--- src/rtl/mips_mc_ctrl.sv ---
// mips_mc_ctrl: multicycle MIPS control unit (Moore FSM).
// Sequences fetch/decode/execute/memory/writeback for lw, sw, R-type, beq,
// addi and j. Memory states wait on mem_ready; a watchdog aborts an access
// after MEM_TIMEOUT consecutive not-ready cycles and sets a sticky mem_err.
// Optional macro MIPS_ILLEGAL_TRAP_EN: illegal opcodes lock the FSM in TRAP
// (state 12) until reset; without it, illegal opcodes behave as a NOP.
module mips_mc_ctrl #(
  parameter int MEM_TIMEOUT = 15,
  parameter int WAIT_W      = 8
) (
  input  logic       clk,
  input  logic       rst_n,
  input  logic [5:0] opcode,
  input  logic       zero,
  input  logic       mem_ready,
  output logic       pc_en,
  output logic       iord,
  output logic       mem_read,
  output logic       mem_write,
  output logic       ir_write,
  output logic       reg_dst,
  output logic       mem_to_reg,
  output logic       reg_write,
  output logic       alu_srca,
  output logic [1:0] alu_srcb,
  output logic [1:0] alu_op,
  output logic [1:0] pc_src,
  output logic       mem_err,
  output logic [3:0] state
);

  localparam logic [3:0] S_FETCH   = 4'd0;
  localparam logic [3:0] S_DECODE  = 4'd1;
  localparam logic [3:0] S_MEMADR  = 4'd2;
  localparam logic [3:0] S_MEMRD   = 4'd3;
  localparam logic [3:0] S_MEMWB   = 4'd4;
  localparam logic [3:0] S_MEMWR   = 4'd5;
  localparam logic [3:0] S_EXECUTE = 4'd6;
  localparam logic [3:0] S_ALUWB   = 4'd7;
  localparam logic [3:0] S_BRANCH  = 4'd8;
  localparam logic [3:0] S_ADDIEX  = 4'd9;
  localparam logic [3:0] S_ADDIWB  = 4'd10;
  localparam logic [3:0] S_JUMP    = 4'd11;
`ifdef MIPS_ILLEGAL_TRAP_EN
  localparam logic [3:0] S_TRAP    = 4'd12;
`endif

  localparam logic [5:0] OP_LW   = 6'b100011;
  localparam logic [5:0] OP_SW   = 6'b101011;
  localparam logic [5:0] OP_RTYP = 6'b000000;
  localparam logic [5:0] OP_BEQ  = 6'b000100;
  localparam logic [5:0] OP_ADDI = 6'b001000;
  localparam logic [5:0] OP_J    = 6'b000010;

  logic [3:0]        r_state;
  logic [3:0]        w_next_state;
  logic [WAIT_W-1:0] r_wait;
  logic [WAIT_W-1:0] w_wait_next;
  logic              r_mem_err;
  logic              w_mem_state;
  logic              w_timeout;

  // Raw (ungated) Moore outputs
  logic       w_pc_write, w_branch, w_iord, w_mem_read, w_mem_write, w_ir_write;
  logic       w_reg_dst, w_mem_to_reg, w_reg_write, w_alu_srca;
  logic [1:0] w_alu_srcb, w_alu_op, w_pc_src;

  // Abort fires on the MEM_TIMEOUT-th consecutive not-ready cycle; a
  // mem_ready in that same cycle completes the access instead.
  assign w_mem_state = (r_state == S_FETCH) || (r_state == S_MEMRD) || (r_state == S_MEMWR);
  assign w_timeout   = w_mem_state && !mem_ready && (r_wait == WAIT_W'(MEM_TIMEOUT - 1));

  // Next-state selection
  always_comb begin
    w_next_state = r_state;
    case (r_state)
      S_FETCH:   if (mem_ready) w_next_state = S_DECODE;
      S_DECODE: begin
        case (opcode)
          OP_LW, OP_SW: w_next_state = S_MEMADR;
          OP_RTYP:      w_next_state = S_EXECUTE;
          OP_BEQ:       w_next_state = S_BRANCH;
          OP_ADDI:      w_next_state = S_ADDIEX;
          OP_J:         w_next_state = S_JUMP;
`ifdef MIPS_ILLEGAL_TRAP_EN
          default:      w_next_state = S_TRAP;
`else
          default:      w_next_state = S_FETCH;
`endif
        endcase
      end
      S_MEMADR:  w_next_state = (opcode == OP_LW) ? S_MEMRD : S_MEMWR;
      S_MEMRD: begin
        if (mem_ready)      w_next_state = S_MEMWB;
        else if (w_timeout) w_next_state = S_FETCH;
      end
      S_MEMWR: begin
        if (mem_ready || w_timeout) w_next_state = S_FETCH;
      end
      S_EXECUTE: w_next_state = S_ALUWB;
      S_ADDIEX:  w_next_state = S_ADDIWB;
      S_MEMWB, S_ALUWB, S_BRANCH, S_ADDIWB, S_JUMP: w_next_state = S_FETCH;
`ifdef MIPS_ILLEGAL_TRAP_EN
      S_TRAP:    w_next_state = S_TRAP;
`endif
      default:   w_next_state = S_FETCH;
    endcase
  end

  // Wait counter counts consecutive not-ready cycles within one memory state
  always_comb begin
    w_wait_next = '0;
    if (w_mem_state && !mem_ready && !w_timeout && (w_next_state == r_state))
      w_wait_next = r_wait + WAIT_W'(1);
  end

  // State, wait counter and sticky error registers
  always_ff @(posedge clk or negedge rst_n) begin
    if (!rst_n) begin
      r_state   <= S_FETCH;
      r_wait    <= '0;
      r_mem_err <= 1'b0;
    end else begin
      r_state <= w_next_state;
      r_wait  <= w_wait_next;
      if (w_timeout) r_mem_err <= 1'b1;
    end
  end

  // Moore output decode (mem_ready qualifies the fetch enables)
  always_comb begin
    w_pc_write = 1'b0; w_branch = 1'b0; w_iord = 1'b0; w_mem_read = 1'b0;
    w_mem_write = 1'b0; w_ir_write = 1'b0; w_reg_dst = 1'b0; w_mem_to_reg = 1'b0;
    w_reg_write = 1'b0; w_alu_srca = 1'b0; w_alu_srcb = 2'b00; w_alu_op = 2'b00;
    w_pc_src = 2'b00;
    case (r_state)
      S_FETCH: begin
        w_mem_read = 1'b1; w_alu_srcb = 2'b01;
        w_ir_write = mem_ready; w_pc_write = mem_ready;
      end
      S_DECODE:  w_alu_srcb = 2'b11;
      S_MEMADR:  begin w_alu_srca = 1'b1; w_alu_srcb = 2'b10; end
      S_MEMRD:   begin w_iord = 1'b1; w_mem_read = 1'b1; end
      S_MEMWB:   begin w_mem_to_reg = 1'b1; w_reg_write = 1'b1; end
      S_MEMWR:   begin w_iord = 1'b1; w_mem_write = 1'b1; end
      S_EXECUTE: begin w_alu_srca = 1'b1; w_alu_op = 2'b10; end
      S_ALUWB:   begin w_reg_dst = 1'b1; w_reg_write = 1'b1; end
      S_BRANCH: begin
        w_alu_srca = 1'b1; w_alu_op = 2'b01; w_pc_src = 2'b01; w_branch = 1'b1;
      end
      S_ADDIEX:  begin w_alu_srca = 1'b1; w_alu_srcb = 2'b10; end
      S_ADDIWB:  w_reg_write = 1'b1;
      S_JUMP:    begin w_pc_src = 2'b10; w_pc_write = 1'b1; end
      default: ;
    endcase
  end

  // Everything is forced low while reset is held, independent of the clock
  assign pc_en      = rst_n & (w_pc_write | (w_branch & zero));
  assign iord       = rst_n & w_iord;
  assign mem_read   = rst_n & w_mem_read;
  assign mem_write  = rst_n & w_mem_write;
  assign ir_write   = rst_n & w_ir_write;
  assign reg_dst    = rst_n & w_reg_dst;
  assign mem_to_reg = rst_n & w_mem_to_reg;
  assign reg_write  = rst_n & w_reg_write;
  assign alu_srca   = rst_n & w_alu_srca;
  assign alu_srcb   = {2{rst_n}} & w_alu_srcb;
  assign alu_op     = {2{rst_n}} & w_alu_op;
  assign pc_src     = {2{rst_n}} & w_pc_src;
  assign mem_err    = rst_n & r_mem_err;
  assign state      = {4{rst_n}} & r_state;

endmodule
--- config.mk ---
export PLATFORM = sky130hd
export DESIGN_NAME = mips_mc_ctrl
export DESIGN_NICKNAME = d
export VERILOG_FILES = /design/src/rtl/mips_mc_ctrl.sv
export SDC_FILE = /design/constraint.sdc
export NUM_CORES = 1
export LEC_CHECK = 0
export CORE_ASPECT_RATIO = 1.25
export CORE_MARGIN = 1
export CORE_UTILIZATION = 47
export DETAILED_ROUTE_END_ITERATION = 7
export PLACE_DENSITY_LB_ADDON = 0.3
export SYNTH_ARGS = -nofsm -noshare
export SYNTH_HDL_FRONTEND = slang
export SYNTH_SLANG_ARGS = --single-unit
--- constraint.sdc ---
create_clock -name clk -period 1.45 [get_ports clk]
set_input_delay 0.3625 -clock clk [delete_from_list [all_inputs] [get_ports clk]]
set_output_delay 0.3625 -clock clk [all_outputs]
set_load 0.01 [all_outputs]
==> flow_results.org, run 1 <==
** Place
- IO Port Bufs :: 29
- Placed wire-length estimate :: 2.37 mm
- Final GP Congestion :: 0.827
- Counting tap cells, the placed design contains a total of about 210 instances.

** CTS
- TritonCTS Buffers :: 3
- Clk sink count :: 13
- The root buffer cell chosen for the clock tree is sky130_fd_sc_hd__clkbuf_4.
- In this run the number of H-tree levels came out at 1.
- The clock passes through at most 2 buffers.

** Global routing
- Pin count of the biggest net entering global routing :: 11
- GR Overflow Total :: 51
- Overall track demand over capacity in global routing :: ~78%

** Synthesis
- Average size of a mapped cell :: ~8 um2
- Count of distinct cell types in the synthesized netlist :: 42
- The mapped netlist covers about 1000 um2.
- Cell type contributing the most total cell area after synthesis :: sky130_fd_sc_hd__dfrtp_1
- Synth top area share :: 31.4%
- Share of the yosys chip area belonging to registers :: 31.4%
- Yosys printed 0 warnings.
- Counting flops and latches in the post-synthesis netlist gives 13.
- Cell types occupying the most area after synthesis :: sky130_fd_sc_hd__dfrtp_1 31%, sky130_fd_sc_hd__nor2_1 7.3%, sky130_fd_sc_hd__xor2_1 6.8%
- Synthesis produced roughly 130 cells.
- Counting every net in the synthesized netlist gives 140.

** Floorplanning
- Number of top-level pins :: 30
- The floorplan has 18 rows.
- In this run the vertical extent of the chip is 54.5 um.
- Effective utilization at floorplan :: 51.0%
- The die is between 40 and 50 um wide.

** STA
- Worst endpoint pin kind :: primary output
- Worst setup endpoint GRT :: mem_read

** Outcome
- The run stopped with a tool error.
- Tool error :: [ERROR GRT-0232] Routing congestion too high. Check the congestion heatmap in the GUI.
- Last stage the flow got to :: global routing (5_1_grt)
## what timing repair did
action | 4_1_cts
setup endpoints to repair | 32
pin swaps | 19
hold buffers | 0
cloned | 1
buffers inserted | 10
gates resized for setup | 138
## Yosys cell counts, drive strengths merged
cell and count:
nand4 3, a22oi 1, o41ai 1, o31ai 1
and3 2, o22ai 1, nor2 20, nor3 8
ha 2, xor2 8, and3b 1, o2111ai 1
xnor2 2, nor4 3, or2 1, nand3 4
and2 8, o311ai 1, and4b 1, a211o 1
nor3b 1, a31oi 2, o21a 1, mux2 1
a21oi 4, nor2b 3, inv 2, o21ai 4
nand2b 4, a211oi 1, dfrtp 13, clkbuf 1
nor4bb 1, buf 7, nand3b 3, nand2 9
a31o 1
## kinds of logic after synthesis
family,Yosys count,synth area share [%]
adder cells (fa/ha/maj),2,2.42
AO/OA/AOI/OAI,20,14.1
flip-flops,13,31.4
multiplexers,1,1.09
XOR/XNOR,10,8.46
buffers and inverters,10,5.32
AND/OR/NAND/NOR,72,37.1
## routing by layer
layer	GRT usage, %	overflow
met1	75.1	0
met2	103	33
met3	49.5	0
met4	93.4	18
met5	0	0
## metrics by stage
step                      utilization [%]  setup WS (ns)  area [um2]
after CTS                            90.1         -0.326        1830
after floorplan                         -         0.0101        1040
after detailed placement             78.8         -0.816        1600
after global placement               78.8         -0.694        1600
==> run 2: changes to the inputs <==
CORE_AREA = 2 2 63 65   (was unset)
CORE_ASPECT_RATIO = unset   (was 1.25)
CORE_MARGIN = unset   (was 1)
CORE_UTILIZATION = unset   (was 47)
DIE_AREA = 0 0 65 67   (was unset)
PLACE_DENSITY_LB_ADDON = 0.15   (was 0.3)
==> run 2 against run 1 <==
Synthesized cell count unchanged. The flow now finishes, with violations (negative setup slack). Area after synthesis did not move.
==> flow_results.org, run 2 <==
** CTS
- Source-to-sink clock delay at the later pin of the worst-skew pair :: ~0.24 ns
- The clock sink count came to 13 (unchanged).
- CTS tree :: yes
- Clock-pin slew was measured on the worst setup and hold paths at ~0.06 ns.
- Cell chosen for the clock root :: sky130_fd_sc_hd__clkbuf_8
- Largest buffer count on any clock path :: 2 (unchanged)
- The deepest level of the CTS H-tree was 1 (unchanged).
- TritonCTS Buffers :: 3 (unchanged)
- Hold-fix buffers at CTS :: 0 (unchanged)

** Setup path
- Type of the setup path with the least slack :: reg -> out
- Arrival time reported for the critical path endpoint :: between 1 and 1.5 ns
- Flop-to-flop setup slack :: -0.19 ns
- The number of buffers and inverters on the critical path is 2.
- In this run the worst path has a maximum fanout of 5.
- At the worst endpoint, the required time is 1.09 ns.
- Destination of the worst register-to-register timing path :: r_state[1]$_DFF_PN0_
- Among cell families on the critical path, the largest total delay comes from flip-flops.
- Library cell contributing the largest single delay on the critical path :: sky130_fd_sc_hd__dfrtp_2
- Cells along the critical path :: buf_6 -> nand3b_1 -> o21ai_2 -> a22oi_1 -> nor2b_1 -> buf_2
- STA classifies the critical path endpoint as a primary output.
- Type of origin of the critical path :: flop
- R2R depth :: 7
- Critical Path Max Stage Delay :: ~0.43 ns
- Crit Reg-Reg Startpoint :: r_state[0]$_DFF_PN0_

** STA
- Smallest setup slack after layout :: -0.306 ns
- Hold timing on the final database bottoms out at a slack of 0.128 ns.
- Slew Limit Headroom :: between 70% and 80%
- For the final database, setup skew stands at between 0.003 and 0.004 ns.
- Subtracting the final worst setup slack from the clock period gives roughly 1.8 ns.
- Final setup violation count :: 29
- In the finished design, the share of the clock period the worst path needs comes to 121%.
- Setup total negative slack on the finished layout was measured at -5.14 ns.
- The max-slew violation total from the final report was 0.
- Setup repair after global routing could not meet its margin everywhere.
- Actual slew at the worst max-slew pin :: around 0.34 ns
- Final hold vios :: 0
- Timing-limited maximum frequency :: between 500 and 600 MHz

** Final layout
- Flip-flop count of the largest register after layout :: 8
- # fillers :: between 300 and 400
- Area overhead of the layout relative to synthesis :: 92.6%
- Cell Count, Final, Fillers Out :: 252
- The number of antenna diodes in the final layout is 0.
- Leaving out fill and tap cells, the most frequent cell in the layout is sky130_fd_sc_hd__buf_4.
- Most frequent cells in the layout :: 36 x sky130_fd_sc_hd__buf_4, 18 x sky130_fd_sc_hd__buf_2, 15 x sky130_fd_sc_hd__buf_6, 10 x sky130_fd_sc_hd__nor2_4, 9 x sky130_fd_sc_hd__dfrtp_1
- Register with the highest flop count :: r_wait
- The largest registers in the layout are r_wait x8, r_state x4, r_mem_err x1.
- The post-route netlist has 59.8% of its cells at a drive strength greater than 1.
- Cells fill a little under three fifths of the core in the end.
- Final layout net count :: ~220

** Outcome
- Outcome :: complete, but fails checks
- The final reports fail on negative setup slack.

** Power
- In this run the static leakage power is about 0.00092 uW.
- Power spread over the standard cell area amounts to around 660 nW/um2.
- Total power :: 1310 uW
- VDD IR max :: 526 uV

** Synthesis
- Synth Register Bits :: 13 (unchanged)
- The sequential element share of the synthesized area came to 31.4% (unchanged).
- In the post-synthesis netlist, the cell with the most instances is sky130_fd_sc_hd__nor2_1.
- The count of flip-flops with a built-in enable after synthesis is 0 (unchanged).
- Synth top area share :: 31.4% (unchanged)
- Synthesized netlist net count :: 140 (unchanged)
- The count of cell types in the netlist is 42 (unchanged).
- By area the synthesized netlist is led by sky130_fd_sc_hd__dfrtp_1 31%, sky130_fd_sc_hd__nor2_1 7.3%, sky130_fd_sc_hd__xor2_1 6.8%.
- Async set or reset register ratio after synthesis :: 100% (unchanged)
- Most common flop cell mapped by yosys :: sky130_fd_sc_hd__dfrtp_1
- Cell type contributing the most total cell area after synthesis :: sky130_fd_sc_hd__dfrtp_1
- Average size of a mapped cell :: 8.08 um2 (unchanged)
- After synthesis, the most frequently instantiated cells are 20 x sky130_fd_sc_hd__nor2_1, 13 x sky130_fd_sc_hd__dfrtp_1, 9 x sky130_fd_sc_hd__nand2_1.
- The Yosys warning count came to 0 (unchanged).
- The synthesized cell area was 1030 um2 (unchanged).
- The post-synthesis instance total came to 128 (unchanged).

** Route
- Wires add up to about 3.3 mm.
- Summing over every cut layer, the via total after detailed routing is ~1200.
- For this block, the initial DRC count from the detailed router was 84.
- The detail route stage leaves a number of antenna-violating nets equal to 0.
- Vias per Instance :: 4.79
- Number of design rule violations left after detail routing :: 0
- Before antenna repair, the detailed router went through 4 iterations.
- In the final routed layout, each cell accounts on average for 13.1 um.

** Global routing
- The via count of the first global-routing pass is between 1000 and 1500.
- Overall track demand over capacity in global routing :: approximately 16%
- Pin count of the biggest net entering global routing :: 10
- The number of antenna violations at the first check in global routing was 0.
- For this run the aggregate overflow at the end of global routing stands at 0.
- Wire length of the first global-routing pass :: 5.31 mm

** Place
- The global placer's final weighted congestion is 0.867 (+4.9%).
- Placed wire-length estimate :: 2.30 mm (-2.8%)
- IO Port Bufs :: 29 (unchanged)
- The count of placed standard cells including taps is 233 (+13%).

** Floorplanning
- The number of I/O pins was 30 (unchanged).
- The effective utilization at floorplan is 28.7% (-22 points).
- Core outline area :: 3610 um2
- DIE WIDTH :: 65 um (+48%)
- Die area :: about 4400 um2
- Number of placement rows :: 22 (+4)
- Die height :: 67 um (+23%)

** Worst hold path
- The path class of the tightest hold or removal check is in -> async.

** Run
- Max-cap viol count :: 0
## run 2: cell counts after synthesis
No cell type changed its count.
## run 2: what timing repair did
action,4_1_cts,5_1_grt
resized for setup,127,30
endpoints found under the setup margin,23,32
pin swaps,11,7
buffers inserted,12,4
## run 2: cell families (layout without fill, tap and decap cells)
logic type	count (synthesis)	after routing	synth area share, %
simple gates	72	72	37.1
compound gates	20	20	14.1
fa+ha+maj	2	2	2.42
flops	13	13	31.4
xor+xnor	10	10	8.46
mux	1	1	1.09
buf+inv	10	86	5.32
## run 2: area by class of cell
class | instances | area (um2) | area share (%)
flip-flops and latches | 13 | 330 | 16.6
well taps | 48 | 60.1 | 3.01
inverters | 2 | 7.51 | 0.377
repair buffers | 80 | 671 | 33.6
multi-input cells | 105 | 878 | 44.1
clock buffers | 3 | 41.3 | 2.07
clock inverters | 1 | 5.00 | 0.251
## run 2: worst max-delay path by stage
| stage | startpoint | end | slack (ns) | cells after the start |
|---|---|---|---|---|
| 6_report | r_state[3]$_DFF_PN0_ | reg_write | -0.31 | 6 |
| 5_1_grt | r_state[3]$_DFF_PN0_ | reg_write | -0.37 | 6 |
| 4_1_cts | r_state[3]$_DFF_PN0_ | reg_write | -0.28 | 6 |
| 3_5_place_dp | rst_n | pc_src[0] | -0.78 | 5 |
| 3_3_place_gp | rst_n | alu_op[0] | -0.75 | 5 |
| 2_1_floorplan | r_state[0]$_DFF_PN0_ | reg_write | 0.01 | 5 |
## run 2: report_power, final
group / leakage [uW] / switching (uW) / internal (uW) / total, uW
Combinational: 0.000718 / 279 / 311 / 590
Clock: 0.0000255 / 128 / 189 / 317
Sequential: 0.000172 / 15.8 / 383 / 399
## run 2: routing by layer
| layer | routed length, um | global-route usage, % | share of wire (%) | vias up |
|---|---|---|---|---|
| li1 | - | - | - | 604 |
| met1 | 1310 | 16.9 | 40 | 582 |
| met2 | 1850 | 30.2 | 56 | 18 |
| met3 | 107 | 3.04 | 3.3 | 2 |
| met4 | 21 | 4.52 | 0.64 | 0 |
| met5 | 0 | 0 | 0 | - |
## run 2: stage by stage
stage | worst slack (ns) | cell area, um2
4_1_cts | -0.284 | 1830
3_5_place_dp | -0.777 | 1630
5_1_grt | -0.371 | 1990
3_3_place_gp | -0.752 | 1630
6_report | -0.306 | 1990
2_1_floorplan | 0.0101 | 1040
## run 2: worst min-delay path, cell delays in order
cell	delay (ns)
sky130_fd_sc_hd__buf_2	0.10
sky130_fd_sc_hd__buf_12	0.11
sky130_fd_sc_hd__buf_4	0.12
Note: power is estimated with default switching activity, not from simulation.
==> run 3: changes to the inputs <==
ABC_AREA = 1   (was unset)
SLEW_MARGIN = 15   (was unset)
clock period = 2.2 ns   (was 1.45 ns; I/O delays follow)
==> run 3 against run 2 <==
The run now ends clean. Area after synthesis shrank 1.8%. Sequential share of layout area up 5.2 points. Register-to-register slack improved by 1.1 ns. Utilization fell by 13 points. Clock power decreased by 33%. Sequential power down 27%. Cell count shrank 0.40%. Via count decreased by 9.8%.
==> flow_results.org, run 3 <==
** Power
- The leakage power summed over all cells was 0.000825 uW (-9.9%).
- The maximum resistive drop on vdd was 201 uV (-62%).
- Power density over the cells :: 525 nW/um2 (-20%)

** CTS
- The clock sink count is 13 (unchanged).
- Max H-tree Level :: 1 (unchanged)
- The insertion delay to the later sink of the worst-skew pair is 0.24 ns (about the same).
- The clock-pin slew of the registers on the worst-case setup and hold paths was 0.05 ns (about the same).
- Hold-fix buffers at CTS :: 0 (unchanged)
- CTS tree :: yes
- The largest buffer count on any clock path is 2 (unchanged).
- Cell chosen for the clock root :: sky130_fd_sc_hd__clkbuf_8
- The clock buffer count from CTS came to 3 (unchanged).

** Worst hold path
- Worst min path class :: in -> async

** Setup path
- The count of cells along the worst register-to-register path was 7 (unchanged).
- The worst setup path is launched from an input port.
- CP Capture Point :: state[1]
- Crit. End Element :: primary output
- Required @ worst endpoint :: 1.65 ns (+0.56 ns)
- The reg2reg setup slack is 0.87 ns (+1.06 ns).
- Crit Reg-Reg Startpoint :: r_state[1]$_DFF_PN0_
- The highest fanout seen on the critical path is 8 (+3).
- Crit path from :: rst_n
- Type of the setup path with the least slack :: in -> out
- Destination of the worst register-to-register timing path :: r_state[0]$_DFF_PN0_
- Arrival time reported for the critical path endpoint :: 1.56 ns (+0.17 ns)

** Synthesis
- The post-synthesis instance total was 157 (+23%).
- Count of distinct cell types in the synthesized netlist :: 25 (-40%)
- The average footprint of a synthesized cell was 6.47 um2 (-20%).
- Share of the yosys chip area belonging to registers :: 32.0% (+0.58 points)
- The most common cell in the synthesized netlist is sky130_fd_sc_hd__nand2_1.
- Most common flop cell mapped by yosys :: sky130_fd_sc_hd__dfrtp_1
- The synthesized cell area came to 1020 um2 (-1.8%).
- Most frequent cells after synthesis :: 34 x sky130_fd_sc_hd__nand2_1, 32 x sky130_fd_sc_hd__nor2_1, 24 x sky130_fd_sc_hd__inv_1
- The share of synthesized flip-flops with an asynchronous set or reset came to 100% (unchanged).
- sky130_fd_sc_hd__dfrtp_1 takes more of the synthesized area than any other cell.
- The area share of the largest cell type after synthesis is 32.0% (+0.58 points).
- By area the synthesized netlist is led by sky130_fd_sc_hd__dfrtp_1 32%, sky130_fd_sc_hd__nand2_1 13%, sky130_fd_sc_hd__nor2_1 12%.
- The Yosys warning count is 0 (unchanged).
- The number of synthesized register bits was 13 (unchanged).
- The count of flip-flops with a built-in enable after synthesis is 0 (unchanged).
- Synthesized netlist net count :: 169 (+21%)

** Final layout
- The antenna diode instance count came to 0 (unchanged).
- The area growth from synthesis to layout is 49.5%.
- Most common cell after layout, fill and taps aside :: sky130_fd_sc_hd__nand2_1
- The multi-input logic area is 588 um2 (-33%).
- Final layout net count :: 216 (-0.46%)
- The final cell count without fillers is 251 (-0.40%).
- In the layout the commonest cells are 34 x sky130_fd_sc_hd__nand2_1, 32 x sky130_fd_sc_hd__nor2_1, 23 x sky130_fd_sc_hd__inv_1, 14 x sky130_fd_sc_hd__buf_4.
- # fillers :: 391 (+19%)
- The register with the most flip-flops in the final layout is r_wait.
- Layout cells sized above 1 :: 19.7% (-40 points)
- The final cell area excluding filler cells was 1520 um2 (-24%).
- The largest registers in the layout are r_wait x8, r_state x4, r_mem_err x1.
- Flip-flop count of the largest register after layout :: 8 (unchanged)
- The area taken by flip-flops and latches is 330 um2 (unchanged).

** Place
- The placed instance area is 1410 um2 (-13%).
- The count of buffers from port buffering came to 29 (unchanged).
- The global placer's final weighted congestion is 0.795 (-8.3%).
- The detailed placer's ending HPWL was 2.04 mm (-11%).
- The count of placed standard cells including taps is 240 (+3.0%).

** Floorplanning
- Number of top-level pins :: 30 (unchanged)
- The count of standard-cell rows was 22 (unchanged).
- The die span in y was 67 um (unchanged).
- Die area :: 4360 um2 (unchanged)
- Core outline area :: 3610 um2 (unchanged)
- The effective utilization at floorplan was 28.2% (-0.52 points).
- DIE WIDTH :: 65 um (unchanged)

** STA
- The slew at the pin with the worst max-slew slack is 0.239 ns (-0.101 ns).
- Setup repair after global routing missed its margin :: false
- The hold slack came to 0.460 ns (+0.332 ns).
- Clock Skews :: 0.00172 ns (-0.00194 ns)
- Final worst path period share :: ~96%
- The count of endpoints failing hold in the final timing report was 0 (unchanged).
- Timing-limited maximum frequency :: 474 MHz
- The max-slew violation total from the final report was 0 (unchanged).
- The worst path in the final design needs a cycle of around 2.1 ns, including I/O delays and setup.
- The setup violation total in the final timing report came to 0 (-100%).
- The worst slew margin relative to its limit came to 84.0% (+6.9 points).

** Global routing
- The largest net degree at the start of global routing is 10 (unchanged).
- The total congestion overflow came to 0 (unchanged).
- Overall track demand over capacity in global routing :: 13.7% (-1.9 points)
- The number of antenna violations at the first check in global routing was 0 (unchanged).
- The global-route wire length before repair is 4.76 mm (-10%).
- The via count of the first global-routing pass was 1128 (-11%).

** Outcome
- The flow ran to the end, and the final reports show no timing, DRC or antenna violations.

** Route
- The via density per instance came to 4.33 (-9.4%).
- The number of design rule violations left after detail routing came to 0 (unchanged).
- Post-route antenna net violation count :: 0 (unchanged)
- The total detailed-routing wirelength was 2.60 mm (-21%).
- DR WL/cell :: 10.4 um (-21%)
- The total number of vias came to 1088 (-9.8%).
- Starting DRT DRC Count :: 34 (-60%)
- Number of iterations in the first detailed-routing pass :: 4 (unchanged)

** Run
- Max-cap viol count :: 0 (unchanged)
==> run 3: changes by cell type after synthesis, sizes merged, moves of 5 or more <==
cell   before  now
and2        8    0
inv         2   27
nor2       20   36
buf         7    2
xor2        8    2
nand2       9   36
nand3       4   11
==> run 3: where the power goes <==
part,total (uW),switching [uW],internal [uW]
sequential,293,31.4,262
clock,211,82.9,128
combinational,294,159,135
total,798,273,525
==> run 3: cell type report <==
cell class	instances	share of cell area (%)
Multi-Input combinational cell	114	38.7
Tap cell	48	3.95
Sequential cell	13	21.7
Clock buffer	4	2.97
Timing Repair Buffer	44	25.7
Inverter	28	6.92
==> run 3: worst max-delay path: stages <==
cell and delay (ns):
sky130_fd_sc_hd__clkdlybuf4s15_2 0.23, sky130_fd_sc_hd__buf_8 0.13, sky130_fd_sc_hd__nand2_1 0.05, sky130_fd_sc_hd__inv_1 0.06, sky130_fd_sc_hd__clkdlybuf4s50_1 0.53
==> run 3: timing repair <==
item | in CTS | in global routing
cloned | 0 | 0
setup buffers | 5 | 2
resized for setup | 27 | 5
endpoints found under the setup margin | 20 | 3
pin swaps | 2 | 0
==> run 3: how the worst min path moves through the flow <==
stage / depth (start not counted) / to / from / slack [ns]
2_1_floorplan: 0 / r_mem_err$_DFFE_PN0P_ / rst_n / 0.25
3_3_place_gp: 2 / r_mem_err$_DFFE_PN0P_ / r_mem_err$_DFFE_PN0P_ / 0.45
3_5_place_dp: 2 / r_mem_err$_DFFE_PN0P_ / r_mem_err$_DFFE_PN0P_ / 0.46
4_1_cts: 3 / r_state[3]$_DFF_PN0_ / rst_n / 0.45
5_1_grt: 3 / r_state[3]$_DFF_PN0_ / rst_n / 0.46
6_report: 3 / r_state[3]$_DFF_PN0_ / rst_n / 0.46
==> run 3: cells by family after synthesis <==
group	Yosys count	share of synthesized area, %
xor+xnor	3	2.59
simple gates	96	44.3
fa+ha+maj	2	2.46
flops	13	32.0
compound gates	13	7.02
buf+inv	30	11.6
==> run 3: stage by stage <==
| step | worst slack, ns | TNS (ns) | utilization [%] | power, uW |
|---|---|---|---|---|
| floorplan | 0.507 | 0 | - | 451 |
| global placement | -0.407 | -6.53 | 39.2 | 585 |
| detailed placement | -0.464 | -6.77 | 39.2 | 588 |
| CTS | 0.0264 | 0 | 41.7 | 806 |
| global route | 0.0112 | 0 | 42.1 | 860 |
| finish | 0.0909 | 0 | 42.1 | 798 |
==> run 3: layer usage <==
metal	wire length, um	GRT usage [%]
met1	1290	17.3
met2	1200	23.7
met3	106	2.36
met4	10	3.99
met5	0	0
